### config.mk
export PLATFORM = sky130hd
export DESIGN_NAME = regaccess_master
export DESIGN_NICKNAME = d
export VERILOG_FILES = /design/src/rtl/regaccess_pkg.sv /design/src/rtl/spi_half_tick.sv /design/src/rtl/regaccess_master.sv
export SDC_FILE = /design/constraint.sdc
export NUM_CORES = 1
export LEC_CHECK = 0
export ABC_CLOCK_PERIOD_IN_PS = 4800
export BUFFER_PORTS_ARGS = -buffer_cell sky130_fd_sc_hd__buf_2
export CAP_MARGIN = 20
export CELL_PAD_IN_SITES_DETAIL_PLACEMENT = 0
export CELL_PAD_IN_SITES_GLOBAL_PLACEMENT = 1
export CORE_ASPECT_RATIO = 1.75
export CORE_MARGIN = 1.5
export CORE_UTILIZATION = 49
export CTS_CLUSTER_DIAMETER = 60
export DETAILED_ROUTE_END_ITERATION = 8
export PLACE_DENSITY_LB_ADDON = 0.1
export REMOVE_ABC_BUFFERS = 1
export SLEW_MARGIN = 10
export SYNTH_ARGS = -nofsm -noshare
export SYNTH_HDL_FRONTEND = slang
export SYNTH_HIERARCHICAL = 1
export SYNTH_SLANG_ARGS = --single-unit
### constraint.sdc
create_clock -name clk -period 4.8 [get_ports clk]
set_input_delay 0.72 -clock clk [delete_from_list [all_inputs] [get_ports clk]]
set_output_delay 0.72 -clock clk [all_outputs]
set_load 0.03 [all_outputs]
### src/rtl/regaccess_pkg.sv
// Shared definitions for the register-access SPI link: frame geometry and the
// transaction state encoding used by both ends of the link.
package regaccess_pkg;

    localparam int FRAME_BITS     = 16;
    localparam int WRITE_FLAG_BIT = 7;
    localparam int REGNUM_W       = 7;
    localparam int DATA_W         = 8;

    typedef enum logic [2:0] {
        IDLE,
        SETUP,
        SHIFT,
        HOLD,
        DONE
    } state_t;

    // Byte 0 is {write, regnum}; byte 1 carries wdata on writes and zero on reads.
    function automatic logic [FRAME_BITS-1:0] build_frame(
        input logic                write,
        input logic [REGNUM_W-1:0] regnum,
        input logic [DATA_W-1:0]   wdata
    );
        logic [DATA_W-1:0] hdr;
        hdr                 = '0;
        hdr[REGNUM_W-1:0]   = regnum;
        hdr[WRITE_FLAG_BIT] = write;
        return {hdr, (write ? wdata : {DATA_W{1'b0}})};
    endfunction

endpackage

### src/rtl/spi_half_tick.sv
// SCLK half-period divider: counts 0..CLK_DIV-1 while enabled and flags the
// terminal count with a one-cycle tick.
module spi_half_tick #(
    parameter int CLK_DIV = 4
) (
    input  logic clk,
    input  logic rst,
    input  logic clear,
    input  logic enable,
    output logic tick
);

    localparam logic [7:0] TERM = 8'(CLK_DIV - 1);

    logic [7:0] count;

    always_ff @(posedge clk or posedge rst) begin
        if (rst) begin
            count <= '0;
        end else if (clear) begin
            count <= '0;
        end else if (enable) begin
            count <= (count == TERM) ? 8'd0 : count + 8'd1;
        end
    end

    assign tick = enable && !clear && (count == TERM);

endmodule

### src/rtl/regaccess_master.sv
// SPI mode-0 initiator that serialises one {write, regnum, wdata} request into
// a 16-bit frame and returns read data in parallel.
module regaccess_master
    import regaccess_pkg::*;
#(
    parameter int CLK_DIV = 4
) (
    input  logic                clk,
    input  logic                rst,
    input  logic                start,
    input  logic                write,
    input  logic [REGNUM_W-1:0] regnum,
    input  logic [DATA_W-1:0]   wdata,
    output logic                busy,
    output logic                done,
    output logic [DATA_W-1:0]   rdata,
    output logic                ss,
    output logic                sclk,
    output logic                mosi,
    input  logic                miso
);

    state_t                  state, state_next;
    logic                    tick;
    logic                    last_fall;
    logic [FRAME_BITS-1:0]   tx_sr;
    logic [FRAME_BITS-1:0]   rx_sr;
    logic [3:0]              bit_cnt;
    logic                    write_q;

    spi_half_tick #(.CLK_DIV(CLK_DIV)) u_half_tick (
        .clk    (clk),
        .rst    (rst),
        .clear  (state == IDLE),
        .enable (state != IDLE),
        .tick   (tick)
    );

    // The 16th falling edge is the tick that lowers sclk with all bits sent.
    assign last_fall = tick && sclk && (bit_cnt == 4'd15);

    // NOTE: state and all datapath registers use non-blocking assignments so
    // every flop samples pre-edge values regardless of process ordering.
    always_ff @(posedge clk or posedge rst) begin
        if (rst) begin
            state <= IDLE;
        end else begin
            state <= state_next;
        end
    end

    // NOTE: state_next gets its default before the case so no path leaves it
    // unassigned, which would otherwise infer a latch.
    always_comb begin
        state_next = state;
        case (state)
            IDLE:    if (start)     state_next = SETUP;
            SETUP:   if (tick)      state_next = SHIFT;
            SHIFT:   if (last_fall) state_next = HOLD;
            HOLD:    if (tick)      state_next = DONE;
            DONE:                   state_next = IDLE;
            default:                state_next = IDLE;
        endcase
    end

    always_ff @(posedge clk or posedge rst) begin
        if (rst) begin
            ss      <= 1'b1;
            sclk    <= 1'b0;
            busy    <= 1'b0;
            done    <= 1'b0;
            rdata   <= '0;
            tx_sr   <= '0;
            rx_sr   <= '0;
            bit_cnt <= '0;
            write_q <= 1'b0;
        end else begin
            done <= 1'b0;
            case (state)
                IDLE: begin
                    if (start) begin
                        tx_sr   <= build_frame(write, regnum, wdata);
                        rx_sr   <= '0;
                        bit_cnt <= '0;
                        write_q <= write;
                        ss      <= 1'b0;
                        busy    <= 1'b1;
                    end else if (done) begin
                        busy <= 1'b0;
                    end
                end
                SHIFT: begin
                    if (tick) begin
                        if (!sclk) begin
                            sclk  <= 1'b1;
                            rx_sr <= {rx_sr[FRAME_BITS-2:0], miso};
                        end else begin
                            sclk <= 1'b0;
                            if (bit_cnt != 4'd15) begin
                                tx_sr   <= {tx_sr[FRAME_BITS-2:0], 1'b0};
                                bit_cnt <= bit_cnt + 4'd1;
                            end
                        end
                    end
                end
                DONE: begin
                    ss    <= 1'b1;
                    done  <= 1'b1;
                    tx_sr <= '0;
                    if (!write_q) begin
                        rdata <= rx_sr[DATA_W-1:0];
                    end
                end
                default: ;
            endcase
        end
    end

    assign mosi = tx_sr[FRAME_BITS-1];

endmodule

Word-level counts from Yosys, hierarchy flattened
Index checks and enable logic that the tools add are counted.

word-level totals
  output and inout bits = 13
  register bits after elaboration = 52
  logic and storage cells = 79
  bits of input ports = 20

operators by class
  add/subtract/negate cells = 2
  mux-type cells = 29
  bitwise operators = 1
  reduce and logical (&&, ||, !) cells = 21
  equality and inequality tests = 15

operators with widths
  cell                                            number
  2-to-1 mux 16 bit                               4
  2-to-1 mux 8 bit                                7
  one-hot mux 16 bit (3 select lines)             1
  2-to-1 mux 4 bit                                4
  inequality test 2 bit (second input constant)   8
  one-hot mux 8 bit (2 select lines)              1
  2-to-1 mux 3 bit                                4
  one-hot mux 3 bit (4 select lines)              1
  AND reduction 2 bit                             5
  AND reduction 5 bit                             2
  adder 8 x 1 -> 8 bit (second input constant)    1
  == test 8 x 2 -> 1 bit (second input constant)  1
  one-hot mux 4 bit (2 select lines)              1
  AND reduction 4 bit                             2
  nonzero test 2 bit                              4
  == test 3 x 2 -> 1 bit (second input constant)  2
  nonzero test 3 bit                              2
  2-to-1 mux 1 bit                                5
  adder 4 x 1 -> 4 bit (second input constant)    1
  == test 4 bit (second input constant)           1
  logical AND 1 bit                               4
  inequality test 4 bit (second input constant)   1
  == test 3 x 1 -> 1 bit (second input constant)  1
  == test 3 bit (second input constant)           1
  4 further kinds                                 4

Logic depth before layout (Yosys ltp)
Gate-level depths: netlist of run 1.

  depth in word-level cells = 8
  depth in mapped cells = 10
  gate-level depth less buffers = 9

Hierarchy
The synthesis of run 1 kept the hierarchy.

modules (own cells, without submodules)
  module            times used  area an instance (um^2)  cells an instance  sequential area each (um^2)
  regaccess_master  1           2262.2                   202                1102.3
  spi_half_tick     1           459.2                    47                 200.2

Worst setup path before layout of run 1
OpenSTA, ideal clock, no wires.

  path kind = reg2reg
  from = reg state[2]
  to = reg tx_sr[0]
  slack = 2267 ps
  setup time = 125 ps
  cell stages (with the launch flop) = 11
  path buffers = 2
  arrival time = 2408 ps
  data required time = 4675 ps
  period minus slack after synthesis = 2533 ps
  cells stage by stage = dfrtp_1 -> buf_2 -> or2_2 -> nor2_4 -> inv_1 -> nand2b_1 -> nor2_1 -> and3_4 -> o311ai_4 -> buf_8 -> mux2_4

on the way
  cells in the longest elaborated chain, start to end = 6
  elaborated cells on any way between the ends = 14
  those cells by class = eq/ne (6); mux (1); reduce/logical (7)

RTL lines
  what                                      RTL line                 source
  from (decl)                               regaccess_master.sv:23   state_t state, state_next;
  from (signal assigned)                    regaccess_master.sv:48   state <= state_next;
  zero test 3 bit                           regaccess_master.sv:34   .clear (state == IDLE),
  zero test 1 bit                           spi_half_tick.sv:27      assign tick = enable && !clear && (count == TERM);
  logical AND 1 bit * (2 in series)         spi_half_tick.sv:27
  named net tick                            regaccess_master.sv:24   logic tick;
  inequality test 2 bit (no source line) *  --
  AND reduction 5 bit (no source line) *    --
  to (signal assigned)                      regaccess_master.sv:82   tx_sr <= build_frame(write, regnum, wdata);
  to (signal assigned)                      regaccess_master.sv:100  tx_sr <= {tx_sr[FRAME_BITS-2:0], 1'b0};
  to (decl)                                 regaccess_master.sv:26   logic [FRAME_BITS-1:0] tx_sr;

Mark *: on every way through the listed nets, which the timed path passes. The rest lies on a longest branch.
A chain may end at the register's enable or synchronous reset.

Worst setup path in the final report of run 1
  from = reg state[0]
  to = reg tx_sr[5]

The elaborated chain is that of the path after synthesis.

==> impl_results.md, run 1 <==
* Outcome: completed
* Via count of the first global-routing pass at 1943
* Global-route usage over all layers at 20.2%
* Critical path capture point type: register
* Synth cell types at 47
* Final Total Pwr at 0.00137 W
* Switching share of total power at 36.7%
* Min Tclk post-route at 3.00 ns
* Flops & latches, synth at 52
* DIE WIDTH at 59.3 microns
* Clock-pin slew on the worst setup and hold paths at 0.11 ns
* RSZ-0062 raised after global routing: false
* Mux contribution to synthesized area at 12.1%
* Post-CTS Resized at 0
* Max Clock Freq at 333 MHz
* Clock root cell: clkbuf_8
* Worst-skew pair later-pin latency at 0.32 ns
* DRC Markers at 0
* Most frequent cells after synthesis: dfrtp_1, nand2_1, mux2_2
* IO Port Bufs at 32
* Slew Limit Headroom at 30.4%
* Synth top area share at 46.9%
* First-pass GRT wire length at 9320 microns
* Non-Filler Instances at 355
* Synth top area cells: dfrtp_1, mux2_2, mux2_4
* Final antenna-violating net count at 0
* Critical path origin: state[0]
* Initial antenna violation count at 0
* Share of cells above drive strength 1 at 31.0%
* Setup Skew at 0.0125 ns
* Post-Synth Simple-Gate Area at 15.3%
* DIE AREA at 6030 sq um
* Synth Cell Area at 2720 sq um
* Complex-gate fraction of the synthesized area at 18.5%
* Final wirelength at 5440 microns
* Area delta synth->final at 10.9%
* # setup viols final at 0
* Setup TNS at 0 ns
* Arr. time, crit path at 3.21 ns
* Static Leakage at 1.43 nW
* Largest fanout on the critical path at 16
* Synth area leader: dfrtp_1
* Logic pwr share at 38.3%
* Fin. max-slew vios at 0
* Site Rows at 35
* Crit share post-route at 62.5%
* Synth Area in XOR/XNOR at 0.966%
* Core ar. at 5300 sq um
* TritonCTS clock tree: yes
* Top FF cell, synth: dfrtp_1
* Starting Density at 51.4%
* DP Wirelength at 3860 microns
* H-Tree Level Count at 2
* RePlAce Congestion at 0.844
* 1st-iter DRT viols at 110
* Chip height at 102 microns
* CTS sink count at 52
* Crit Reg-Reg Endpoint: tx_sr[5]
* CTS Buffer Depth at 2
* IO Pins at 33
* R2r setup slk at 1.80 ns
* Data required time of the critical path at 5.01 ns
* Fin nets at 302
* Worst r2r path cells at 8
* Vias per cell at 5.48
* Clock network power share at 19.5%
* Hold Path Class: in -> async
* Critical Path End: tx_sr[5]
* Reg2Reg Launch Point: state[0]
* Asr flop ratio synth at 100%
* Synth Area per Inst at 10.9 sq um
* Vias at 1947
* Sw power at 0.000503 W
* Post-CTS Setup Bufs at 0
* Cells after Synth at 249
* Sequential-to-total area share from yosys stat at 47.9%
* Adder-cell share of the synthesized area at 0.920%
* Largest net degree at the start of global routing at 45
* Fin. Hold Viols at 0
* Critical path type: reg -> reg
* Total grt overflow at 0
* Startpoint Class: register
* P_int at 0.000866 W
* EDFF count, synth at 0
* Flop pwr share at 42.2%
* CTS buffer count at 5
* Worst-margin pin slew at 1.04 ns
* Maximum vdd drop at 260 uV
* Largest family of logic cells by synthesized area: compound AO/OA/AOI/OAI gates
* Ant. Diodes at 0
* Drt wl/cell at 15.3 microns
* Max Cap Viol at 0
* P per Cell Area at 454 nW/um^2
* Yosys synthesis warning count at 6
* Pre-antenna DRT Iters at 4
* Dpl cells at 347
* Cell with the most instances after synthesis: dfrtp_1
* CTS Hold Bufs at 0
## worst min-delay path by stage
stage	start	endpoint	slack, ns
2_1_floorplan	rx_sr[7]	rx_sr[7]	0.47
3_3_place_gp	ss	ss	0.46
3_5_place_dp	ss	ss	0.46
4_1_cts	rst	u_half_tick/count[2]	0.35
5_1_grt	rst	u_half_tick/count[1]	0.37
6_report	rst	u_half_tick/count[2]	0.35
## state kept, by name, summed over array words and instances, names as in the netlist
signal and cells:
bit_cnt 4, busy 1, done 1, rdata 8, rx_sr 8, sclk 1, ss 1, state 3
tx_sr 16, u_half_tick/count 8, write_q 1
## critical path, stage by stage (launching register included)
cell and delay, ns:
dfrtp_1 0.48, or2_2 0.37, nor2_4 0.15, inv_1 0.10
nand2b_1 0.14, nor2_1 0.13, and3_4 0.22, o311ai_4 0.88
mux2_2 0.42
## layer usage
| layer | vias up | global-route usage, % | part of all wire, % |
|---|---|---|---|
| met4 | 0 | 8.22 | 1.6 |
| met2 | 33 | 33.4 | 52 |
| met5 | - | 0 | 0 |
| met1 | 943 | 25.7 | 44 |
| met3 | 7 | 3.19 | 2.5 |
| li1 | 964 | - | - |
## cell usage in the layout, fill, tap and decap left out, drive strengths merged, types with 2 or more instances in the layout
cell	instances
or2	2
inv	7
buf	36
xor2	2
a31oi	6
mux2	26
a21oi	14
a21o	4
nor3	4
o22ai	7
o21ai	16
nand2b	4
clkinv	2
a22o	12
a2bb2oi	7
dfrtp	51
nor2b	11
nand2	29
nand3	6
nor2	13
and3	3
ha	2
clkbuf	5
## power groups by stage
stage	clock (W)	combinational (W)	sequential (W)
2_1_floorplan	0	0.000381	0.000607
6_report	0.000266	0.000525	0.000578
3_5_place_dp	0	0.000529	0.000586
5_1_grt	0.000300	0.000584	0.000588
3_3_place_gp	0	0.000515	0.000586
4_1_cts	0.000279	0.000530	0.000578
## stage by stage
step | area [sq um] | hold slack [ns] | util (%) | setup slack (ns)
3_3_place_gp | 2900 | 0.458 | 54.8 | 1.88
3_5_place_dp | 2910 | 0.457 | 55.0 | 1.79
5_1_grt | 3020 | 0.369 | 56.9 | 1.65
2_1_floorplan | 2630 | 0.467 | - | 1.87
6_report | 3020 | 0.348 | 56.9 | 1.80
4_1_cts | 3020 | 0.346 | 56.9 | 1.80
## area by class of cell
class,instances,area [sq um]
clock inverters,3,33.8
flip-flops and latches,52,1300
clock buffers,5,68.8
multi-input cells,179,1300
well taps,74,92.6
repair buffers,36,194
inverters,6,22.5
fillers,492,2280
## cells by family (layout without fill, tap and decap cells)
logic type	count (synthesis)	after routing
multiplexers	26	26
flip-flops	52	52
XOR/XNOR	3	3
buffers and inverters	18	50
AO/OA/AOI/OAI	70	70
adder cells (fa/ha/maj)	2	2
AND/OR/NAND/NOR	78	78
Note: power is estimated with default switching activity, not from simulation.
==> inputs of run 2 (changes only) <==
--- a/config.mk
+++ b/config.mk
@@ -5,14 +5,15 @@
 export SDC_FILE = /design/constraint.sdc
 export NUM_CORES = 1
 export LEC_CHECK = 0
-export ABC_CLOCK_PERIOD_IN_PS = 4800
+export ABC_AREA = 1
+export ABC_CLOCK_PERIOD_IN_PS = 2850
 export BUFFER_PORTS_ARGS = -buffer_cell sky130_fd_sc_hd__buf_2
 export CAP_MARGIN = 20
 export CELL_PAD_IN_SITES_DETAIL_PLACEMENT = 0
 export CELL_PAD_IN_SITES_GLOBAL_PLACEMENT = 1
 export CORE_ASPECT_RATIO = 1.75
 export CORE_MARGIN = 1.5
-export CORE_UTILIZATION = 49
+export CORE_UTILIZATION = 43
 export CTS_CLUSTER_DIAMETER = 60
 export DETAILED_ROUTE_END_ITERATION = 8
 export PLACE_DENSITY_LB_ADDON = 0.1
==> constraint.sdc (replaced) <==
create_clock -name clk -period 2.85 [get_ports clk]
set_input_delay 0.4275 -clock clk [delete_from_list [all_inputs] [get_ports clk]]
set_output_delay 0.4275 -clock clk [all_outputs]
set_load 0.03 [all_outputs]
==> run 2 against run 1 <==
Net effect:
- final cell count up 34%
- clock power up 68%
- fmax up 41%
- largest cell class is now multi-input gates
==> impl_results.md, run 2 <==
* Outcome: completed
* Seq. cell area at 1300 sq um
* Clock-pin slew on the worst setup and hold paths at 0.11 ns
* Drt wl/cell at 13.2 microns
* Fin. max-slew vios at 0
* Number of fill cells at 666
* CTS buffer count at 5
* Max Cap Viol at 0
* Pre-antenna DRT Iters at 4
* Final antenna-violating net count at 0
* Synth area leader: dfrtp_1
* Fin. Hold Viols at 0
* Site Rows at 38
* Crit-path cells: inv_2 -> nand2_1 -> inv_1 -> inv_1 -> nand2_1 -> nor3_1 -> buf_4 -> inv_2 -> o21ai_4 -> nand3_4 -> nand2_1 -> nand2_1
* Sequential-to-total area share from yosys stat at 46.7%
* # setup viols final at 0
* TritonCTS clock tree: yes
* Crit share post-route at 74.5%
* Final instance area at 3110 sq um
* Slew Limit Headroom at 58.7%
* Area delta synth->final at 11.6%
* Chip height at 110 microns
* Largest Register: tx_sr
* Min Tclk post-route at 2.12 ns
* Top FF cell, synth: dfrtp_1
* Data required time of the critical path at 3.06 ns
* Cell with the most instances after synthesis: nand2_1
* First-pass GRT wire length at 11100 microns
* Setup TNS at 0 ns
* Vias at 2343
* Cells after Synth at 364
* DP Wirelength at 4460 microns
* Most frequent cells after synthesis: nand2_1, dfrtp_1, nand3_1
* H-Tree Level Count at 2
* Static Leakage at 1.77 nW
* Clock root cell: clkbuf_8
* RePlAce Congestion at 0.781
* Area post-placement at 2990 sq um
* DRC Markers at 0
* Asr flop ratio synth at 100%
* Starting Density at 44.8%
* IO Port Bufs at 32
* Dpl cells at 468
* DIE WIDTH at 63.9 microns
* Core ar. at 6230 sq um
* Non-Filler Instances at 477
* Global-route usage over all layers at 20.3%
* Synth cell types at 30
* Post-CTS Resized at 0
* Synth Area per Inst at 7.66 sq um
* Fin Hold WS at 0.00405 ns
* EDFF count, synth at 0
* Synth top area share at 45.8%
* Synth Cell Area at 2790 sq um
* Via count of the first global-routing pass at 2483
* Most frequent cells in the layout: nand2_1, dfrtp_1, nand3_1
* Post-CTS Setup Bufs at 0
* Worst-margin pin slew at 0.618 ns
* P per Cell Area at 871 nW/um^2
* Ant. Diodes at 0
* Most common cell after layout, fill and taps aside: nand2_1
* Initial antenna violation count at 0
* Fin nets at 418
* Share of cells above drive strength 1 at 18.4%
* Total grt overflow at 0
* Final wirelength at 6320 microns
* Footprint of the multi-input gates at 1330 sq um
* Largest fanout on the critical path at 16
* Worst path most repeated cell: nand2_1
* CTS Buffer Depth at 2
* Critical path type: reg -> reg
* DIE AREA at 7000 sq um
* Slowest-stage cell, CP: dfrtp_1
* Worst r2r path cells at 12
* Max Clock Freq at 471 MHz
* Setup Skew at 0.0116 ns
* Critical path capture point type: register
* Max reg flops at 16
* CTS sink count at 52
* Maximum vdd drop at 402 uV
* Vias per cell at 4.91
* Yosys synthesis warning count at 6
* Max incr delay on CP at 0.44 ns
* Arr. time, crit path at 2.33 ns
* RSZ-0062 raised after global routing: false
* Hold Path Class: in -> async
* Startpoint Class: register
* Largest net degree at the start of global routing at 29
* Worst-skew pair later-pin latency at 0.32 ns
* IO Pins at 33
* Util after Layout at 50.0%
* Synth top area cells: dfrtp_1, nand2_1, nand3_1
* Flops & latches, synth at 52
* 1st-iter DRT viols at 56
* CTS Hold Bufs at 0
run 2: cell types whose count changed after synthesis, sizes merged, moves of 5 or more:
cell | previous run | this run
a2bb2oi | 7 | 0
nand2 | 29 | 182
o22ai | 7 | 0
nor2b | 11 | 0
inv | 6 | 19
nand3b | 0 | 8
a31oi | 6 | 0
a21oi | 14 | 1
o21ai | 16 | 11
nor2 | 13 | 24
mux2 | 26 | 0
nand3 | 6 | 43
a22o | 12 | 0
run 2: stage by stage:
| stage | setup WS (ns) | power, W |
|---|---|---|
| 2_1_floorplan | 0.635 | 0.00195 |
| 3_3_place_gp | 0.773 | 0.00229 |
| 3_5_place_dp | 0.737 | 0.00230 |
| 4_1_cts | 0.694 | 0.00276 |
| 5_1_grt | 0.495 | 0.00295 |
| 6_report | 0.728 | 0.00271 |
run 2: cells by family after synthesis:
kind of cell | share of synthesized area [%]
and+or+nand+nor | 42.9
DFF | 46.7
adders and majority gates | 0.897
buffers and inverters | 5.61
AOI/OAI and AO/OA | 3.23
xor gates and xnor gates | 0.628
run 2: final timing paths:
path                       slack (ns)      from  endpoint
min in group clk                 0.30      miso  rx_sr[0]
setup / recovery                 0.73  state[1]  tx_sr[4]
max in group asynchronous        2.29       rst        ss
setup reg to reg                 0.73  state[1]  tx_sr[4]
hold reg to reg                  0.47        ss        ss
hold / removal                  0.004       rst      done
run 2: area by class of cell:
type | count | share of cell area [%]
Sequential cell | 52 | 41.8
Tap cell | 80 | 3.22
Timing Repair Buffer | 37 | 6.99
Inverter | 19 | 2.29
Multi-Input combinational cell | 281 | 42.7
Clock inverter | 3 | 0.723
Clock buffer | 5 | 2.21
run 2: layer usage:
layer	global-route usage, %	up-vias	wire [microns]
met3	3.58	11	135
met5	0	-	0
met4	9.16	0	184
li1	-	1205	-
met1	22.1	1100	2640
met2	37.5	27	3350
run 2: power breakdown:
| part | leakage (nW) | switching, W | internal [W] | total [W] |
|---|---|---|---|---|
| clock | 0.0485 | 0.000270 | 0.000177 | 0.000447 |
| sequential | 0.689 | 0.000143 | 0.000915 | 0.00106 |
| combinational | 1.03 | 0.000848 | 0.000359 | 0.00121 |
run 2: worst max-delay path, delay by kind of cell (launching register included):
family                 cells  cell delay, ns
buffers and inverters      5            0.47
AOI/OAI and AO/OA          1            0.24
and+or+nand+nor            6            0.83
DFF                        1            0.44
